$ cat config.mk
export PLATFORM = sky130hd
export DESIGN_NAME = bwd_mem_req_sched
export DESIGN_NICKNAME = d
export VERILOG_FILES = /design/src/rtl/bwd_mem_req_sched.sv
export SDC_FILE = /design/constraint.sdc
export NUM_CORES = 1
export LEC_CHECK = 0
export ABC_AREA = 1
export BUFFER_PORTS_ARGS = -buffer_cell sky130_fd_sc_hd__buf_4
export CAP_MARGIN = 20
export CORE_MARGIN = 2
export CORE_UTILIZATION = 48
export CTS_CLUSTER_SIZE = 8
export DETAILED_ROUTE_END_ITERATION = 10
export PLACE_DENSITY = 0.77
export SETUP_SLACK_MARGIN = 0.5
export SYNTH_ARGS = -nofsm -noshare
export SYNTH_HDL_FRONTEND = slang
export SYNTH_SLANG_ARGS = --single-unit
$ cat constraint.sdc
create_clock -name clk -period 1.8 [get_ports clk]
set_clock_uncertainty 0.05 [all_clocks]
set_input_delay 0.09 -clock clk [delete_from_list [all_inputs] [get_ports clk]]
set_output_delay 0.09 -clock clk [all_outputs]
set_load 0.02 [all_outputs]
$ cat src/rtl/bwd_mem_req_sched.sv
// Serialises k/l cache-line reads from the backward-extension stage onto one memory port,
// merging duplicate lines and throttling on an outstanding-read credit count.
module bwd_mem_req_sched #(
  parameter int unsigned ADDR_W          = 42,
  parameter int unsigned TAG_W           = 6,
  parameter int unsigned MAX_OUTSTANDING = 16,
  parameter int unsigned CNT_W           = 5
) (
  input  logic                clk,
  input  logic                rst,
  input  logic                req_valid,
  input  logic [TAG_W-1:0]    req_read_num,
  input  logic [ADDR_W-1:0]   req_addr_k,
  input  logic [ADDR_W-1:0]   req_addr_l,
  output logic                stall,
  output logic                mem_req_valid,
  output logic [ADDR_W-1:0]   mem_req_addr,
  output logic [TAG_W+1:0]    mem_req_tag,
  input  logic                mem_req_ready,
  input  logic                mem_rsp_valid,
  output logic [CNT_W-1:0]    outstanding,
  output logic                err_underflow
);

  localparam int unsigned MTAG_W = TAG_W + 2;
  localparam logic [1:0] S_IDLE    = 2'd0;
  localparam logic [1:0] S_ISSUE_K = 2'd1;
  localparam logic [1:0] S_ISSUE_L = 2'd2;

  logic [1:0]        r_state;
  logic [1:0]        w_state_nxt;
  logic [TAG_W-1:0]  r_rn;
  logic [ADDR_W-1:0] r_addr_k;
  logic [ADDR_W-1:0] r_addr_l;
  logic              r_dup;
  logic              r_mem_req_valid;
  logic [ADDR_W-1:0] r_mem_req_addr;
  logic [MTAG_W-1:0] r_mem_req_tag;
  logic [CNT_W-1:0]  r_outstanding;
  logic              r_err;

  logic              w_accept;
  logic              w_hs;
  logic              w_dup_in;
  logic              w_valid_nxt;
  logic [ADDR_W-1:0] w_addr_nxt;
  logic [MTAG_W-1:0] w_tag_nxt;
  logic [CNT_W-1:0]  w_cnt_nxt;
  logic              w_err_nxt;

  // Two credits are reserved so an accepted non-dup pair can always issue both reads.
  assign stall    = (r_state != S_IDLE) |
                    (r_outstanding > CNT_W'(MAX_OUTSTANDING - 2));
  assign w_accept = req_valid & ~stall;
  assign w_hs     = r_mem_req_valid & mem_req_ready;
  assign w_dup_in = (req_addr_k == req_addr_l);

  assign mem_req_valid = r_mem_req_valid;
  assign mem_req_addr  = r_mem_req_addr;
  assign mem_req_tag   = r_mem_req_tag;
  assign outstanding   = r_outstanding;
  assign err_underflow = r_err;

  always_ff @(posedge clk) begin
    if (!rst) r_state <= S_IDLE;
    else      r_state <= w_state_nxt;
  end

  // Next state plus the next contents of the registered memory port.
  always_comb begin
    w_state_nxt = r_state;
    w_valid_nxt = 1'b0;
    w_addr_nxt  = '0;
    w_tag_nxt   = '0;
    case (r_state)
      S_IDLE: begin
        if (w_accept) begin
          w_state_nxt = S_ISSUE_K;
          w_valid_nxt = 1'b1;
          w_addr_nxt  = req_addr_k;
          w_tag_nxt   = {req_read_num, 1'b0, w_dup_in};
        end
      end
      S_ISSUE_K: begin
        if (mem_req_ready) begin
          if (r_dup) begin
            w_state_nxt = S_IDLE;
          end else begin
            w_state_nxt = S_ISSUE_L;
            w_valid_nxt = 1'b1;
            w_addr_nxt  = r_addr_l;
            w_tag_nxt   = {r_rn, 1'b1, 1'b0};
          end
        end else begin
          w_valid_nxt = 1'b1;
          w_addr_nxt  = r_addr_k;
          w_tag_nxt   = {r_rn, 1'b0, r_dup};
        end
      end
      S_ISSUE_L: begin
        if (mem_req_ready) begin
          w_state_nxt = S_IDLE;
        end else begin
          w_valid_nxt = 1'b1;
          w_addr_nxt  = r_addr_l;
          w_tag_nxt   = {r_rn, 1'b1, 1'b0};
        end
      end
      default: w_state_nxt = S_IDLE;
    endcase
  end

  // Credit counter: a response with nothing in flight and no same-cycle issue is an error.
  always_comb begin
    w_cnt_nxt = r_outstanding;
    w_err_nxt = r_err;
    if (w_hs && !mem_rsp_valid) begin
      w_cnt_nxt = r_outstanding + CNT_W'(1);
    end else if (!w_hs && mem_rsp_valid) begin
      if (r_outstanding == '0) w_err_nxt = 1'b1;
      else                     w_cnt_nxt = r_outstanding - CNT_W'(1);
    end
  end

  always_ff @(posedge clk) begin
    if (!rst) begin
      r_rn            <= '0;
      r_addr_k        <= '0;
      r_addr_l        <= '0;
      r_dup           <= 1'b0;
      r_mem_req_valid <= 1'b0;
      r_mem_req_addr  <= '0;
      r_mem_req_tag   <= '0;
      r_outstanding   <= '0;
      r_err           <= 1'b0;
    end else begin
      if (w_accept) begin
        r_rn     <= req_read_num;
        r_addr_k <= req_addr_k;
        r_addr_l <= req_addr_l;
        r_dup    <= w_dup_in;
      end
      r_mem_req_valid <= w_valid_nxt;
      r_mem_req_addr  <= w_addr_nxt;
      r_mem_req_tag   <= w_tag_nxt;
      r_outstanding   <= w_cnt_nxt;
      r_err           <= w_err_nxt;
    end
  end

endmodule

==> run_summary.xml, run 1 <==
<?xml version="1.0" encoding="UTF-8"?>
<metrics>
  <group name="worst_setup_path">
    <metric name="end_kind" unit="">register</metric>
    <metric name="timing.critical_path.slowest_stage_cell" unit="">dfxtp_2</metric>
    <metric name="max_incr_delay_on_cp" unit="ns">0.44</metric>
    <metric name="timing.critical_path.required" unit="ns">2.06</metric>
    <metric name="crit_chain" unit="">nand4_1, nand2_2, nor2_4, buf_6, buf_6, buf_16, buf_8, o21ai_0, nor2_1</metric>
    <metric name="worst-endpoint-arrival" unit="ns">2.12</metric>
    <metric name="worst-setup-path-type" unit="">register to register</metric>
    <metric name="critPathLaunchType" unit="">register</metric>
    <metric name="crit_top_cell" unit="">buf_6</metric>
    <metric name="critPathMaxFanout" unit="">6</metric>
  </group>
  <group name="global_route">
    <metric name="first_global_vias" unit="">7080</metric>
    <metric name="groute.usage.overall" unit="%">36.0</metric>
    <metric name="grt_start_max_net_pins" unit="">53</metric>
    <metric name="grt_pass1_wl" unit="µm">36300</metric>
    <metric name="grt_remaining_overflow" unit="">0</metric>
    <metric name="grt_antenna_before_repair" unit="">0</metric>
  </group>
  <group name="cts">
    <metric name="cts_tree" unit="">done</metric>
    <metric name="number_of_buffers_inserted_during_clock_tree_synthesis" unit="">17</metric>
    <metric name="insertion_delay" unit="ns">0.44</metric>
    <metric name="clock_tree.buffer_depth" unit="">2</metric>
    <metric name="cts_num_sinks" unit="">150</metric>
    <metric name="cts_root_buffer" unit="">clkbuf_16</metric>
    <metric name="clkTransAtPathRegs" unit="ns">0.06</metric>
    <metric name="cts.htree.levels" unit="">4</metric>
  </group>
  <group name="sta">
    <metric name="layout_min_cycle_time" unit="ns">1.86</metric>
    <metric name="worst_slew_pin_slew" unit="ns">0.399</metric>
    <metric name="fin_worst_hold_slack" unit="ns">0.0817</metric>
    <metric name="worst_slack" unit="ns">-0.0609</metric>
    <metric name="clock.fmax" unit="MHz">537</metric>
    <metric name="unrepaired_setup_endpoints_after_global_routing" unit="">true</metric>
    <metric name="timing.final.max_slew_violations" unit="">0</metric>
    <metric name="maxSlewHeadroom" unit="%">73.2</metric>
    <metric name="final-setup-viol-count" unit="">2</metric>
    <metric name="report.final.hold_viol_count" unit="">0</metric>
    <metric name="timing.final.crit_share" unit="%">103</metric>
  </group>
  <group name="power">
    <metric name="p_leak" unit="µW">0.00478</metric>
    <metric name="powerDensity" unit="nW/µm²">1170</metric>
    <metric name="ir_drop" unit="mV">0.856</metric>
  </group>
  <group name="route">
    <metric name="detail_route.wl_per_cell" unit="µm">23.0</metric>
    <metric name="drc" unit="">0</metric>
    <metric name="detailedRoute.firstPassIterationCount" unit="">7</metric>
    <metric name="num_vias" unit="">7492</metric>
    <metric name="route.final.wire_length" unit="µm">28900</metric>
    <metric name="viasPerCell" unit="">5.96</metric>
    <metric name="initial_drc_count" unit="">919</metric>
    <metric name="ant_nets" unit="">0</metric>
  </group>
  <group name="logic_synthesis">
    <metric name="avgSynthCellArea" unit="µm²">7.65</metric>
    <metric name="post_synth_main_area_contributors" unit="">dfxtp_1, nand2_1, a21oi_1</metric>
    <metric name="yosys_warnings" unit="">0</metric>
    <metric name="syn-cell-area" unit="µm²">5990</metric>
    <metric name="postSynth.asyncResetShare" unit="%">0</metric>
    <metric name="synth_seq_area_share" unit="%">50.1</metric>
    <metric name="post-synth-top-area-cell" unit="">dfxtp_1</metric>
    <metric name="dominantRegCellSynth" unit="">dfxtp_1</metric>
    <metric name="synth.top_cell.area_share" unit="%">50.1</metric>
    <metric name="syn-instance-count" unit="">783</metric>
    <metric name="synth_enable_flop_cells" unit="">0</metric>
    <metric name="cell_variety_after_synth" unit="">27</metric>
    <metric name="synth_nets" unit="">884</metric>
    <metric name="synth_seq_cells" unit="">150</metric>
  </group>
  <group name="final_layout">
    <metric name="final_nets" unit="">1178</metric>
    <metric name="n_antenna_cell" unit="">0</metric>
    <metric name="area_delta_synth_final" unit="%">83.1</metric>
    <metric name="final_layout_size_suffix_gt1_share" unit="%">40.3</metric>
    <metric name="finish.instance_area" unit="µm²">11000</metric>
  </group>
  <group name="die">
    <metric name="core.rowCount" unit="">40</metric>
    <metric name="floorplan.initialDensity" unit="%">49.5</metric>
    <metric name="ioPinCount" unit="">153</metric>
    <metric name="core" unit="µm²">12100</metric>
    <metric name="dieArea" unit="µm²">13400</metric>
    <metric name="die-height" unit="µm">116</metric>
    <metric name="chipWidth" unit="µm">116</metric>
  </group>
  <group name="placement">
    <metric name="dp_hpwl" unit="µm">10600</metric>
    <metric name="place_congestion" unit="">0.795</metric>
    <metric name="placement.io_buffers" unit="">152</metric>
    <metric name="post_placement_cell_area" unit="µm²">7470</metric>
  </group>
  <group name="flow_run">
    <metric name="maxCapViolCount" unit="">0</metric>
  </group>
  <group name="run_status">
    <metric name="violated_checks" unit="">negative setup slack</metric>
    <metric name="outcome" unit="">finished with violations</metric>
  </group>
  <group name="hold_path">
    <metric name="hold_class" unit="">input port to register</metric>
  </group>
</metrics>
==> per-layer routing <==
metal	part of all wire, %	wire length [µm]	up-vias	GRT usage, %
met4	8.2	2380	0	20.9
met3	10	3020	234	7.64
met5	0	0	-	0
li1	-	-	3159	-
met1	33	9650	3462	41.0
met2	48	13800	637	62.4
==> worst max-delay path, delay by kind of cell, from the launching register on <==
family | cells | cell delay (ns)
AOI/OAI and AO/OA | 1 | 0.25
and+or+nand+nor | 4 | 0.46
buffers and inverters | 4 | 0.53
DFF | 1 | 0.44
==> cells by family (layout without fill, tap and decap cells) <==
| family | after synthesis | count (layout) | synth area share [%] |
|---|---|---|---|
| xor+xnor | 29 | 29 | 4.24 |
| buf+inv | 90 | 396 | 6.24 |
| compound gates | 196 | 196 | 17.9 |
| fa+ha+maj | 6 | 6 | 1.38 |
| simple gates | 312 | 312 | 20.1 |
| flops | 150 | 150 | 50.1 |
==> sequential cells by signal, indices dropped and copies added (netlist names), 2 cells and up <==
signal / cells
mem_req_addr: 42
outstanding: 5
r_state: 2
mem_req_tag: 8
r_addr_k: 42
r_rn: 6
r_addr_l: 42
==> power by group <==
| part | internal (µW) | total [µW] | switching (µW) |
|---|---|---|---|
| Sequential | 3900 | 4380 | 482 |
| Clock | 2130 | 3540 | 1410 |
| Combinational | 2400 | 4930 | 2530 |
==> metrics by stage <==
stage	instances	worst slack (ns)	power, µW	utilization [%]	TNS [ns]
CTS	1245	0.0470	11800	85.3	0
global route	1257	-0.139	13200	90.6	-0.387
finish	1257	-0.0609	12900	90.6	-0.0621
floorplan	783	0.0797	5770	-	0
global placement	1075	0.0670	6720	61.6	0
detailed placement	1075	0.0121	6770	61.6	0
==> cell usage in the layout (no fill, tap or decap), types with 3 or more instances in the layout <==
master	n
a21oi_1	51
nand2_4	54
xnor2_1	24
buf_12	16
nand2_2	23
dfxtp_1	143
o21ai_2	6
ha_4	3
inv_1	38
nor2_4	18
nor2_1	57
nand4_1	3
a22oi_1	10
buf_16	18
clkbuf_8	4
nor2_2	8
xor2_1	5
inv_2	4
dfxtp_2	5
o31ai_1	5
o21ai_0	40
a21oi_2	43
dlygate4sd3_1	92
buf_6	12
buf_8	7
nand2_1	144
a22oi_2	7
clkbuf_1	7
a31oi_1	24
clkbuf_16	22
buf_4	169
==> cells in the mapped netlist (3+ instances only) <==
cell	n
buf_2	11
buf_4	6
inv_1	42
xnor2_1	24
nor2_1	81
ha_1	5
nand2_1	220
clkbuf_1	28
nand4_1	3
a21oi_1	96
dfxtp_1	150
a22oi_1	17
o21ai_0	50
a31oi_1	25
o31ai_1	5
xor2_1	5
inv_2	3
==> path summary, 6_finish.rpt <==
path	startpoint	end	slack, ns	cells after the start
max	outstanding[1]$_SDFFE_PN0P_	r_addr_l[24]$_SDFFE_PN0N_	-0.06	9
min	mem_req_ready	mem_req_tag[7]$_SDFF_PN0_	0.08	4
max reg2reg	outstanding[1]$_SDFFE_PN0P_	r_addr_l[24]$_SDFFE_PN0N_	-0.06	9
min reg2reg	r_addr_k[38]$_SDFFE_PN0N_	r_addr_k[38]$_SDFFE_PN0N_	0.42	2
==> final cells by class <==
type / count / area, µm²
multi-input cells: 543 / 3570
inverters: 45 / 201
clock inverters: 2 / 35.0
clock buffers: 29 / 532
flip-flops and latches: 150 / 3020
fillers: 479 / 1140
repair inverters: 1 / 30.0
well taps: 168 / 210
repair buffers: 319 / 3380
==> repair_timing <==
action                                 4_1_cts  5_1_grt
hold buffers                                92        0
resized for setup                          182      126
setup endpoints to repair                  150      151
gates cloned                                19        4
endpoints found under the hold margin      143        0
buffers inserted                            28        8
pin swaps                                   59       34
Note: power is estimated with default switching activity, not from simulation.
==> inputs of run 2 (changes only) <==
- SETUP_SLACK_MARGIN: 0.5 -> 0.05
==> run 2 against run 1 <==
  * The run now ends clean
  * Global-route usage is 9.1 points lower
  * Combinational power decreased by 41%
  * Largest power group is now sequential cells
  * Sequential power decreased by 4%
  * Critical path depth is 2 higher
  * Final cell count down 3.9%
  * Sequential cell count did not move
  * Clock power is 5.6% lower
  * Largest cell class is now sequential cells
==> run_summary.xml, run 2 (synthesized netlist as in run 1, its figures left out) <==
<?xml version="1.0" encoding="UTF-8"?>
<metrics>
  <group name="run_status">
    <metric name="outcome" unit="">complete, no violations</metric>
  </group>
  <group name="worst_setup_path">
    <metric name="cpLargestDelayFamily" unit="">compound AO/OA/AOI/OAI gates</metric>
    <metric name="timing.critical_path.required" unit="ns">2.06</metric>
    <metric name="timing.critical_path.slowest_stage_cell" unit="">dfxtp_4</metric>
    <metric name="crit_chain" unit="">nand2_4, inv_2, ha_4, inv_6, ha_4, nand2_2, nor2_2, a211oi_2, o21ai_1, a21oi_1, nor2_1</metric>
    <metric name="max_incr_delay_on_cp" unit="ns">0.35</metric>
    <metric name="rrSetupSlack" unit="ns">0.08</metric>
    <metric name="crit_top_cell" unit="">ha_4</metric>
    <metric name="worst-setup-path-type" unit="">register to register</metric>
    <metric name="critPathLaunchType" unit="">register</metric>
    <metric name="cp_num_buf_inv" unit="">2</metric>
    <metric name="worstRegToRegCells" unit="">11</metric>
    <metric name="critical_path.reg2reg.startpoint" unit="">mem_req_valid$_SDFF_PN0_</metric>
    <metric name="endpoint_of_the_lowest_slack_register_to_register_path" unit="">outstanding[3]$_SDFFE_PN0P_</metric>
    <metric name="critPathMaxFanout" unit="">5</metric>
    <metric name="worst-endpoint-arrival" unit="ns">1.98</metric>
    <metric name="end_kind" unit="">register</metric>
  </group>
  <group name="die">
    <metric name="dieArea" unit="µm²">13400</metric>
    <metric name="floorplan.initialDensity" unit="%">49.5</metric>
    <metric name="core.rowCount" unit="">40</metric>
    <metric name="ioPinCount" unit="">153</metric>
    <metric name="core" unit="µm²">12100</metric>
    <metric name="die-height" unit="µm">116</metric>
    <metric name="chipWidth" unit="µm">116</metric>
  </group>
  <group name="placement">
    <metric name="post_placement_cell_area" unit="µm²">7380</metric>
    <metric name="dp_hpwl" unit="µm">10200</metric>
    <metric name="placement.setup.worst_slack" unit="ns">0.00866</metric>
    <metric name="place_congestion" unit="">0.798</metric>
    <metric name="placement.io_buffers" unit="">152</metric>
  </group>
  <group name="final_layout">
    <metric name="multi_input_area" unit="µm²">2690</metric>
    <metric name="finish.instance_area" unit="µm²">9030</metric>
    <metric name="seqCellArea" unit="µm²">3010</metric>
    <metric name="n_antenna_cell" unit="">0</metric>
    <metric name="layout.cells.most_common" unit="">nand2_1</metric>
    <metric name="fillCellCount" unit="">904</metric>
    <metric name="post-route-util" unit="%">74.5</metric>
    <metric name="most_frequent_cells_in_the_layout" unit="">nand2_1, buf_4, dfxtp_1, a21oi_1, dlygate4sd3_1</metric>
    <metric name="final_layout_size_suffix_gt1_share" unit="%">21.5</metric>
    <metric name="final_nets" unit="">1128</metric>
    <metric name="area_delta_synth_final" unit="%">50.7</metric>
  </group>
  <group name="hold_path">
    <metric name="worst_hold_startpoint" unit="">mem_req_ready</metric>
    <metric name="hold-path-endpoint" unit="">mem_req_tag[7]$_SDFF_PN0_</metric>
    <metric name="timing.hold.worst_path_depth" unit="">4</metric>
    <metric name="hold_class" unit="">input port to register</metric>
  </group>
  <group name="sta">
    <metric name="worst_slew_pin_slew" unit="ns">0.462</metric>
    <metric name="timing.final.max_slew_violations" unit="">0</metric>
    <metric name="timing.final.crit_share" unit="%">95.5</metric>
    <metric name="final-setup-viol-count" unit="">0</metric>
    <metric name="maxSlewHeadroom" unit="%">69.2</metric>
    <metric name="layout_min_cycle_time" unit="ns">1.72</metric>
    <metric name="clock.fmax" unit="MHz">582</metric>
    <metric name="fin_worst_hold_slack" unit="ns">0.0900</metric>
    <metric name="worst_slack" unit="ns">0.0808</metric>
    <metric name="report.final.hold_viol_count" unit="">0</metric>
    <metric name="final_total_negative_setup_slack" unit="ns">0</metric>
    <metric name="unrepaired_setup_endpoints_after_global_routing" unit="">true</metric>
  </group>
  <group name="cts">
    <metric name="insertion_delay" unit="ns">0.42</metric>
    <metric name="cts.htree.levels" unit="">4</metric>
    <metric name="cts_tree" unit="">done</metric>
    <metric name="clock_tree.buffer_depth" unit="">2</metric>
    <metric name="number_of_buffers_inserted_during_clock_tree_synthesis" unit="">17</metric>
    <metric name="cts_root_buffer" unit="">clkbuf_16</metric>
    <metric name="cts_num_sinks" unit="">150</metric>
    <metric name="clkTransAtPathRegs" unit="ns">0.06</metric>
  </group>
  <group name="global_route">
    <metric name="grt_start_max_net_pins" unit="">104</metric>
    <metric name="grt_pass1_wl" unit="µm">28000</metric>
    <metric name="grt_remaining_overflow" unit="">0</metric>
    <metric name="groute.usage.overall" unit="%">26.9</metric>
    <metric name="grt_antenna_before_repair" unit="">0</metric>
    <metric name="first_global_vias" unit="">5888</metric>
  </group>
  <group name="route">
    <metric name="route.final.wire_length" unit="µm">18200</metric>
    <metric name="ant_nets" unit="">0</metric>
    <metric name="detailedRoute.firstPassIterationCount" unit="">5</metric>
    <metric name="initial_drc_count" unit="">483</metric>
    <metric name="detail_route.wl_per_cell" unit="µm">15.1</metric>
    <metric name="num_vias" unit="">6157</metric>
    <metric name="drc" unit="">0</metric>
    <metric name="viasPerCell" unit="">5.10</metric>
  </group>
  <group name="flow_run">
    <metric name="maxCapViolCount" unit="">0</metric>
  </group>
  <group name="power">
    <metric name="p_leak" unit="µW">0.00394</metric>
    <metric name="powerDensity" unit="nW/µm²">1160</metric>
    <metric name="ir_drop" unit="mV">0.689</metric>
  </group>
</metrics>
[run 2: cell count changes in the layout (fill, tap and decap cells not counted), moves of 12 or more]
cell / before / now
a21oi_1: 51 / 94
buf_6: 12 / 0
nand2_4: 54 / 1
a21oi_2: 43 / 2
nand2_1: 144 / 218
nor2_4: 18 / 2
buf_16: 18 / 0
nand2_2: 23 / 2
nor2_1: 57 / 78
[run 2: what timing repair did]
action / in CTS / in global routing
gates resized for setup: 1 / 9
endpoints found under the setup margin: 2 / 11
buffers inserted: 1 / 8
pin swaps: 2 / 7
hold buffers: 92 / 0
gates cloned: 0 / 3
hold endpoints to repair: 143 / 0
[run 2: layout make-up]
cell class                 instances  area share (%)
clock buffer                      28            5.28
clock inverter                     4           0.776
inverter                          45            1.94
multi-input combinational        543            29.8
sequential                       150            33.3
tap                              168            2.33
timing repair buffer             270            26.6
[run 2: per-stage QoR]
stage,power (µW),std cells
final,10500,1208
after floorplan,5710,783
after global placement,6640,1072
after global routing,11000,1208
after CTS,10200,1197
after detailed placement,6690,1072
[run 2: how the worst max path moves through the flow]
| stage | startpoint | endpoint | slack [ns] | depth (start not counted) |
|---|---|---|---|---|
| finish | mem_req_valid$_SDFF_PN0_ | outstanding[3]$_SDFFE_PN0P_ | 0.08 | 11 |
| global route | mem_req_valid$_SDFF_PN0_ | outstanding[4]$_SDFFE_PN0P_ | -0.07 | 11 |
| CTS | mem_req_valid$_SDFF_PN0_ | outstanding[4]$_SDFFE_PN0P_ | 0.05 | 11 |
| detailed placement | mem_req_valid$_SDFF_PN0_ | outstanding[4]$_SDFFE_PN0P_ | 0.009 | 11 |
| global placement | mem_req_valid$_SDFF_PN0_ | outstanding[4]$_SDFFE_PN0P_ | 0.06 | 11 |
| floorplan | mem_req_valid$_SDFF_PN0_ | outstanding[4]$_SDFFE_PN0P_ | 0.06 | 11 |
[run 2: where the power goes]
group	total, µW	leakage (µW)	internal (µW)	switching [µW]
Clock	3340	0.000265	2070	1270
Combinational	2930	0.00244	1330	1600
Sequential	4200	0.00123	3880	320
[run 2: worst min-delay path: cells and delay by family]
family	cells	cell delay, ns
and+or+nand+nor	1	0.09
AOI/OAI and AO/OA	2	0.17
buffers and inverters	1	0.14
[run 2: per-layer routing]
layer / vias to the layer above / global-route usage, % / wire length (µm)
li1: 3031 / - / -
met5: - / 0 / 0
met4: 0 / 9.68 / 255
met1: 2856 / 33.8 / 7900
met3: 28 / 5.81 / 1040
met2: 242 / 45.6 / 8980
